### src/rtl/prime_check_seq_if.sv
// Request/result bundle for the sequential prime tester.
// The requester drives start/number; the tester answers with busy, done,
// is_prime and factor.
interface prime_check_seq_if #(
   parameter int WIDTH = 8
);
   logic             start;
   logic [WIDTH-1:0] number;
   logic             busy;
   logic             done;
   logic             is_prime;
   logic [WIDTH-1:0] factor;

   modport master (
      output start, number,
      input  busy, done, is_prime, factor
   );

   modport slave (
      input  start, number,
      output busy, done, is_prime, factor
   );
endinterface

### src/rtl/prime_check_seq.sv
// Sequential primality tester using odd trial division. Each candidate
// divisor is run through a bit-serial restoring remainder, one operand bit
// per cycle. Reports the verdict and the smallest prime factor of
// composite operands.
module prime_check_seq #(
   parameter int WIDTH = 8
) (
   input logic              clk,
   input logic              rst_n,
   prime_check_seq_if.slave bus
);

   localparam int IW = (WIDTH > 1) ? $clog2(WIDTH) : 1;

   typedef enum logic [2:0] {
      IDLE,
      SCREEN,
      TEST,
      DIV,
      EVAL,
      DONE
   } state_t;

   state_t           state;
   logic [WIDTH-1:0] n;
   logic [WIDTH-1:0] d;
   logic [WIDTH:0]   rem;
   logic [IW-1:0]    idx;

   logic             busy_q;
   logic             done_q;
   logic             prime_q;
   logic [WIDTH-1:0] factor_q;

   logic [2*WIDTH-1:0] d_sq;
   logic               d_sq_gt_n;
   logic [WIDTH:0]     rem_sh;
   logic [WIDTH:0]     rem_nx;

   // Trial-limit test and one restoring-remainder step.
   always_comb begin
      // NOTE: every signal assigned here gets a value on every path, so no latch is inferred.
      d_sq      = {{WIDTH{1'b0}}, d} * {{WIDTH{1'b0}}, d};
      d_sq_gt_n = d_sq > {{WIDTH{1'b0}}, n};
      rem_sh    = {rem[WIDTH-1:0], n[idx]};
      rem_nx    = (rem_sh >= {1'b0, d}) ? (rem_sh - {1'b0, d}) : rem_sh;
   end

   // Control FSM with registered handshake and result outputs.
   always_ff @(posedge clk or negedge rst_n) begin
      if (!rst_n) begin
         // NOTE: state uses non-blocking assignments so every register updates from pre-edge values.
         state    <= IDLE;
         n        <= '0;
         d        <= '0;
         rem      <= '0;
         idx      <= '0;
         busy_q   <= 1'b0;
         done_q   <= 1'b0;
         prime_q  <= 1'b0;
         factor_q <= '0;
      end else begin
         done_q <= 1'b0;
         case (state)
            IDLE: begin
               if (bus.start) begin
                  n        <= bus.number;
                  prime_q  <= 1'b0;
                  factor_q <= '0;
                  busy_q   <= 1'b1;
                  state    <= SCREEN;
               end
            end

            SCREEN: begin
               if (n < WIDTH'(2)) begin
                  prime_q <= 1'b0;
                  done_q  <= 1'b1;
                  state   <= DONE;
               end else if (n == WIDTH'(2) || n == WIDTH'(3)) begin
                  prime_q <= 1'b1;
                  done_q  <= 1'b1;
                  state   <= DONE;
               end else if (!n[0]) begin
                  factor_q <= WIDTH'(2);
                  done_q   <= 1'b1;
                  state    <= DONE;
               end else begin
                  d     <= WIDTH'(3);
                  state <= TEST;
               end
            end

            TEST: begin
               if (d_sq_gt_n) begin
                  prime_q <= 1'b1;
                  done_q  <= 1'b1;
                  state   <= DONE;
               end else begin
                  rem   <= '0;
                  idx   <= IW'(WIDTH - 1);
                  state <= DIV;
               end
            end

            DIV: begin
               rem <= rem_nx;
               idx <= idx - 1'b1;
               if (idx == '0) begin
                  state <= EVAL;
               end
            end

            EVAL: begin
               if (rem == '0) begin
                  factor_q <= d;
                  done_q   <= 1'b1;
                  state    <= DONE;
               end else begin
                  d     <= d + WIDTH'(2);
                  state <= TEST;
               end
            end

            DONE: begin
               busy_q <= 1'b0;
               state  <= IDLE;
            end

            default: begin
               busy_q <= 1'b0;
               state  <= IDLE;
            end
         endcase
      end
   end

   assign bus.busy     = busy_q;
   assign bus.done     = done_q;
   assign bus.is_prime = prime_q;
   assign bus.factor   = factor_q;

endmodule

### src/flat_wrapper.sv
// flat-port wrapper written by rule: the top's interface ports become plain ports
module prime_check_seq_flat 
#(
   parameter int WIDTH = 8
)
  (clk, rst_n, bus_start, bus_number, bus_busy, bus_done, bus_is_prime, bus_factor);
  prime_check_seq_if #(.WIDTH(WIDTH)) bus_i ();
  input logic clk;
  input logic rst_n;
  input wire logic [$bits(bus_i.start)-1:0] bus_start;
  input wire logic [$bits(bus_i.number)-1:0] bus_number;
  output wire logic [$bits(bus_i.busy)-1:0] bus_busy;
  output wire logic [$bits(bus_i.done)-1:0] bus_done;
  output wire logic [$bits(bus_i.is_prime)-1:0] bus_is_prime;
  output wire logic [$bits(bus_i.factor)-1:0] bus_factor;
  assign bus_i.start = bus_start;
  assign bus_i.number = bus_number;
  assign bus_busy = bus_i.busy;
  assign bus_done = bus_i.done;
  assign bus_is_prime = bus_i.is_prime;
  assign bus_factor = bus_i.factor;
  prime_check_seq #(.WIDTH(WIDTH)) u_core (.clk(clk), .rst_n(rst_n), .bus(bus_i));
endmodule
### config.mk
export PLATFORM = sky130hd
export DESIGN_NAME = prime_check_seq_flat
export DESIGN_NICKNAME = d
export VERILOG_FILES = /design/src/rtl/prime_check_seq_if.sv /design/src/rtl/prime_check_seq.sv /design/src/flat_wrapper.sv
export SDC_FILE = /design/constraint.sdc
export NUM_CORES = 1
export LEC_CHECK = 0
export CAP_MARGIN = 0
export CORE_MARGIN = 10
export CORE_UTILIZATION = 55
export CTS_BUF_LIST = sky130_fd_sc_hd__clkbuf_8
export DETAILED_ROUTE_END_ITERATION = 10
export PLACE_DENSITY = 0.85
export SLEW_MARGIN = 25
export SYNTH_ARGS = -nofsm -noshare
export SYNTH_HDL_FRONTEND = slang
export SYNTH_SLANG_ARGS = --single-unit
### constraint.sdc
create_clock -name clk -period 5 [get_ports clk]
set_input_delay 1 -clock clk [delete_from_list [all_inputs] [get_ports clk]]
set_output_delay 1 -clock clk [all_outputs]
set_load 0.05 [all_outputs]
======== After elaboration in Yosys (flattened, before gate mapping) ========
Cells that the tools add are included.
word-level totals
  memory bits (read-only) ................. 0
  memories ................................ 0
  bits in latches ......................... 0
  logic and storage cells ................. 90
  output and inout port bits .............. 11
  bits in registers ....................... 42
  bits in writable memories ............... 0
  input port bits ......................... 11
operators by class
  equal/unequal tests ..................... 17
  shift-type cells ........................ 0
  add/subtract/negate cells ............... 3
  multiplexer cells ....................... 39
  bitwise logic cells ..................... 1
  magnitude comparators ................... 4
  reductions and logical operators ........ 16
  multiply operators ...................... 1
  divide/modulo/power cells ............... 0
operators by type and width
  kind                                                                          count
  8-bit 2-to-1 mux                                                              9
  3-bit 2-to-1 mux                                                              8
  8-bit one-hot mux with 3 select lines                                         1
  9-bit 2-to-1 mux                                                              2
  9-bit one-hot mux with 2 select lines                                         1
  8-bit by 2-bit == test with 1-bit output, second input constant               2
  16-bit by 8-bit greater-than comparator with 1-bit output                     1
  8-bit by 8-bit multiplier with 16-bit output                                  1
  8-bit one-hot mux with 2 select lines                                         1
  3-bit one-hot mux with 5 select lines                                         1
  2-bit != test, second input constant                                          6
  1-bit 2-to-1 mux                                                              11
  9-bit by 8-bit >= comparator with 1-bit output                                1
  9-bit zero test                                                               1
  9-bit by 8-bit subtractor with 9-bit output                                   1
  8-bit by 2-bit adder with 8-bit output, second input constant                 1
  8-bit by 2-bit less-than comparator with 1-bit output, second input constant  1
  2-bit by 1-bit != test with 1-bit output, second input constant               4
  2-bit AND reduction                                                           4
  3-bit by 2-bit == test with 1-bit output, second input constant               2
  3-bit zero test                                                               2
  1-bit one-hot mux with 3 select lines                                         2
  3-bit one-hot mux with 2 select lines                                         1
  6-bit AND reduction                                                           1
  14 further kinds                                                              16

======== Depth between registers and ports, before layout ========
  depth after elaboration ................. 5
  mapped depth ............................ 22
  mapped depth without buffers ............ 22

======== Least setup slack after synthesis ========
OpenSTA, ideal clock, no wires.
  path type ............................... register to register
  start point ............................. reg u_core.d[1]
  end point ............................... reg u_core.rem[2]
  clock period less this slack ............ 5.220 ns
  required time ........................... 4.862 ns
  cell stages (with the launch flop) ...... 18
  path buffers ............................ 1
  data arrival time ....................... 5.082 ns
  path slack .............................. -0.220 ns
  library setup time ...................... 0.138 ns
  cell sequence ........................... dfrtp_1 clkbuf_1 clkinv_1 nor2_1 fa_1 fa_1 inv_1 fa_1 fa_1 inv_1 ha_1 and3_1 a22o_1 o311ai_1 mux2i_1 o211ai_2 o31ai_4 o22ai_1
on the way
  word-level cells in the longest chain between the ends .. 4
  elaborated cells between the ends (all ways) .. 8
  those cells by class .................... add/sub (1); mul (1); order compare (2); eq/ne (1); mux (2); reduce/logical (1)
RTL lines
  element                                                    RTL line                source
  from (decl)                                                prime_check_seq.sv:26   logic [WIDTH-1:0] d;
  from (signal assigned)                                     prime_check_seq.sv:120  d <= d + WIDTH'(2);
  8-bit by 8-bit multiplier with 16-bit output               prime_check_seq.sv:43   d_sq = {{WIDTH{1'b0}}, d} * {{WIDTH{1'b0}}, d};
  16-bit by 8-bit greater-than comparator with 1-bit output  prime_check_seq.sv:44   d_sq_gt_n = d_sq > {{WIDTH{1'b0}}, n};
  2-bit != test (no line)                                    --
  2-bit AND reduction (no line)                              --
  to (signal assigned)                                       prime_check_seq.sv:107  rem <= rem_nx;
  to (decl)                                                  prime_check_seq.sv:27   logic [WIDTH:0] rem;
Parallel ways exist; a longest one is shown, timed or not.
A chain may end at the register's enable or synchronous reset.

======== Final worst setup path ========
  start point ............................. reg u_core.d[6]
  end point ............................... reg u_core.rem[8]
The elaborated chain is that of the path after synthesis.

==> results.md <==
- Rel. slew slack: between 30% and 40%
- Hold EP: u_core.bus.factor[1]$_DFFE_PN0P_
- Cell taking the most area after synthesis: dfrtp_1
- Critical Path AT: about 5.3 ns
- Worst Setup Start Kind: flip-flop
- Net total in the final layout: 654
- Library cells used by synthesis: around 60
- Die H: around 110 um
- R2r worst-path depth: 20
- RSZ-0062 raised after global routing: yes
- Clock Skew: 0.00681 ns
- Crit-path slowest cell: fa_1
- Busiest grt layer: met2
- Status: complete, but fails checks
- Layout filler cell count: 511
- Power, Total: between 2 and 3 mW
- Tcrit/Tclk final: 102%
- Ys async rst share: 100%
- Critical path class: reg2reg
- Failing checks: setup timing
- Slowest stage delay, CP: between 0.5 and 0.6 ns
- Worst hold margin: between 0.5 and 0.6 ns
- Largest family of logic cells by synthesized area: adder cells
- Max cap viols: 0
- RD Place Congestion: approximately 0.9
- Via Count: 4,108
- Hold Crit Start: u_core.bus.factor[1]$_DFFE_PN0P_
- Compound-gate portion of the synthesized area: 17.3%
- Crit Reg-Reg Startpoint: u_core.d[6]$_DFFE_PN0P_
- Final hold violation count: 0
- Crit path time final: roughly 5.1 ns
- Hold Path Cell Cnt: 1
- Gr ovfl total: 0
- Initial antenna violation count: 0
- Finish-stage setup viols: 14
- GR Layer Usage met1: 24.3%
- Yosys top cell area share: ~25%
- Post-route DRC: 0
- Proportion of layout cells with a drive suffix above 1: 29.2%
- Std cell rows: 32
- PD cells: ~450 mW/mm^2
- Met2 Usage GRT: around 38%
- Gr usage total: between 20% and 30%
- Global-route wire length before repair: ~20 mm
- CTS Buffer Depth: 2
- Hold/Removal Path Class: reg2reg
- Post-Syn Area: 0.00427 sq mm
- Vias/cell: roughly 6
- H-tree depth: 2
- Post-synth EDFFs: 0
- WL/cell: around 20 um
- CTS tree: done
- Worst-path maximum fanout: 6
- Port buffer count: 21
- Max frequency: 0.196 GHz
- Worst-Skew Late Latency: around 0.31 ns
- Least-Margin Pin Slew: about 1 ns
- Final setup margin: -0.0998 ns
- Synth Area in XOR/XNOR: between 3 and 4%
- Syn Area/Cell: 8.85 sq um
- Clock-pin slew on the worst setup and hold paths: 0.09 ns
- Worst VDD drop: slightly above 0.2 mV
- Vias in the first global route: just over 4,000
- CTS sink cnt: 42
- DRT antenna net count: 0
- DR iter-0 viols: ~380
- Static Leak: about 2.6 nW
- Initial Util: between 50% and 60%
- Final Max Slew Viols: 0
- Syn Nets: ~570
- Top cells by area, synth: dfrtp_1 (25%), ha_1 (13%), fa_1 (12%)
- Area delta synth->final: 30.7%
- Core region area: about 0.0076 sq mm
- Die ar.: 0.0117 sq mm
- Mapped Cells: slightly below 500
- Drt first pass iters: 5
- Detailed placer's ending HPWL: 8.53 mm
- GR Util met3: under 10%
- Simple-gate share of the synthesized area: between 10% and 20%
- Antenna diodes: 0
- Ports: 22
- Area share of fa/ha/maj cells after synthesis: around a quarter
- R2r setup slk: -0.1 ns
- Largest net degree at the start of global routing: 43
- Predominant post-synthesis flop cell: dfrtp_1
- Seq/Total Area, Yosys: between 20% and 30%
- Critical path cell sequence: buf_6, buf_6, nand2_4, inv_4, fa_1, xor2_1, xnor2_1, fa_1, inv_2, fa_1, inv_2, ha_4, buf_6, and3_4, a22o_4, o311ai_4, mux2i_2, o211ai_4, o31ai_4, o211ai_1
- Yosys reg bits: 42
- Total wire length: 13.2 mm
- CP Capture Type: flip-flop
- Post-CTS Hold Buffers: 0
- Reg2Reg Capture Point: u_core.rem[8]$_DFFE_PN0P_
- YS warnings: 0
- Setup TNS: -0.703 ns
- Die W: ~110 um
- Mux share of post-synthesis cell area: ~4.5%
- CP required: 5.18 ns
- CTS root buffer: clkbuf_8
- Num CTS Buffers: 5
logic make-up after synthesis:
family,after synthesis
simple gates,139
compound gates,107
buf+inv,88
fa+ha+maj,72
flops,42
xor+xnor,19
mux,16
cell usage in the layout, fill, tap and decap left out, types with 4 or more instances in the layout:
cell type | Yosys | layout
nand4_1 | 4 | 4
nand2_2 | 0 | 5
clkdlybuf4s50_1 | 0 | 20
mux2i_1 | 8 | 7
xor2_1 | 5 | 5
inv_2 | 1 | 13
buf_4 | 0 | 64
clkbuf_8 | 0 | 5
nor2_4 | 0 | 4
nor2_1 | 43 | 37
ha_4 | 0 | 8
xnor2_1 | 14 | 12
fa_1 | 26 | 23
buf_6 | 0 | 9
inv_1 | 71 | 59
nand2_1 | 36 | 30
nand3_1 | 15 | 15
nor3_1 | 8 | 7
o21ai_0 | 34 | 31
nor2b_1 | 4 | 4
ha_1 | 46 | 36
dfrtp_1 | 42 | 37
dfrtp_2 | 0 | 5
o211ai_1 | 6 | 6
o21a_1 | 4 | 4
o22ai_1 | 6 | 6
mux2_2 | 5 | 5
a21oi_1 | 24 | 20
synthesized netlist by cell type (8+ instances only):
cell and number:
nand2_1 36, fa_1 26, a21oi_1 24, mux2i_1 8
xnor2_1 14, o21ai_0 34, ha_1 46, nor3_1 8
inv_1 71, nand3_1 15, nor2_1 43, clkbuf_1 9
dfrtp_1 42
per-layer routing:
| layer | share of wire, % | vias to the layer above |
|---|---|---|
| li1 | - | 1830 |
| met1 | 37 | 2029 |
| met2 | 53 | 193 |
| met3 | 6.1 | 56 |
| met4 | 4.4 | 0 |
| met5 | 0 | - |
state kept, by name (all words and copies together) (netlist names):
register	count
u_core.bus.busy	1
u_core.bus.done	1
u_core.bus.factor	8
u_core.bus.is_prime	1
u_core.d	8
u_core.idx	3
u_core.n	8
u_core.rem	9
u_core.state	3
cell type report:
type / count / area, sq um / share of cell area, %
Clock inverter: 3 / 41.3 / 0.739
Tap cell: 102 / 128 / 2.28
Timing Repair Buffer: 94 / 797 / 14.3
Multi-Input combinational cell: 353 / 3200 / 57.4
Clock buffer: 5 / 68.8 / 1.23
Inverter: 75 / 289 / 5.17
Sequential cell: 42 / 1060 / 18.9
stage by stage:
step           setup slack, ns  instances  util, %  area [sq um]
3_5_place_dp            -0.194        646     64.9          4960
3_3_place_gp           -0.0662        646     64.9          4960
6_report               -0.0998        674     73.0          5590
2_1_floorplan          0.00231        483        -          4290
5_1_grt                 -0.280        674     73.0          5590
4_1_cts                0.00316        660     69.8          5340
worst max path at each step:
stage	end	from	slack, ns	depth (start not counted)
5_1_grt	u_core.rem[2]$_DFFE_PN0P_	u_core.d[6]$_DFFE_PN0P_	-0.28	21
3_5_place_dp	u_core.rem[2]$_DFFE_PN0P_	u_core.d[6]$_DFFE_PN0P_	-0.19	16
6_report	u_core.rem[8]$_DFFE_PN0P_	u_core.d[6]$_DFFE_PN0P_	-0.1	20
2_1_floorplan	u_core.rem[2]$_DFFE_PN0P_	u_core.d[1]$_DFFE_PN0P_	0.002	17
4_1_cts	u_core.rem[2]$_DFFE_PN0P_	u_core.d[3]$_DFFE_PN0P_	0.003	17
3_3_place_gp	u_core.rem[4]$_DFFE_PN0P_	u_core.d[6]$_DFFE_PN0P_	-0.07	16
worst max-delay path, delay by kind of cell, from the launching register on:
| kind | cells | cell delay [ns] |
|---|---|---|
| AOI/OAI and AO/OA | 5 | 1.25 |
| and+or+nand+nor | 2 | 0.24 |
| adders and majority gates | 4 | 1.89 |
| xor gates and xnor gates | 2 | 0.32 |
| DFF | 1 | 0.44 |
| muxes | 1 | 0.33 |
| buffers and inverters | 6 | 0.51 |
power by group:
part / switching, mW / internal (mW)
combinational: 0.945 / 0.713
sequential: 0.143 / 0.451
clock: 0.130 / 0.147
total: 1.22 / 1.31
timing repair:
item                       in CTS  in global routing
cloned                          0                  0
setup endpoints to repair      16                 16
resized for setup              55                 35
pin swaps                      35                 35
buffers inserted                6                 14
Note: power is estimated with default switching activity, not from simulation.
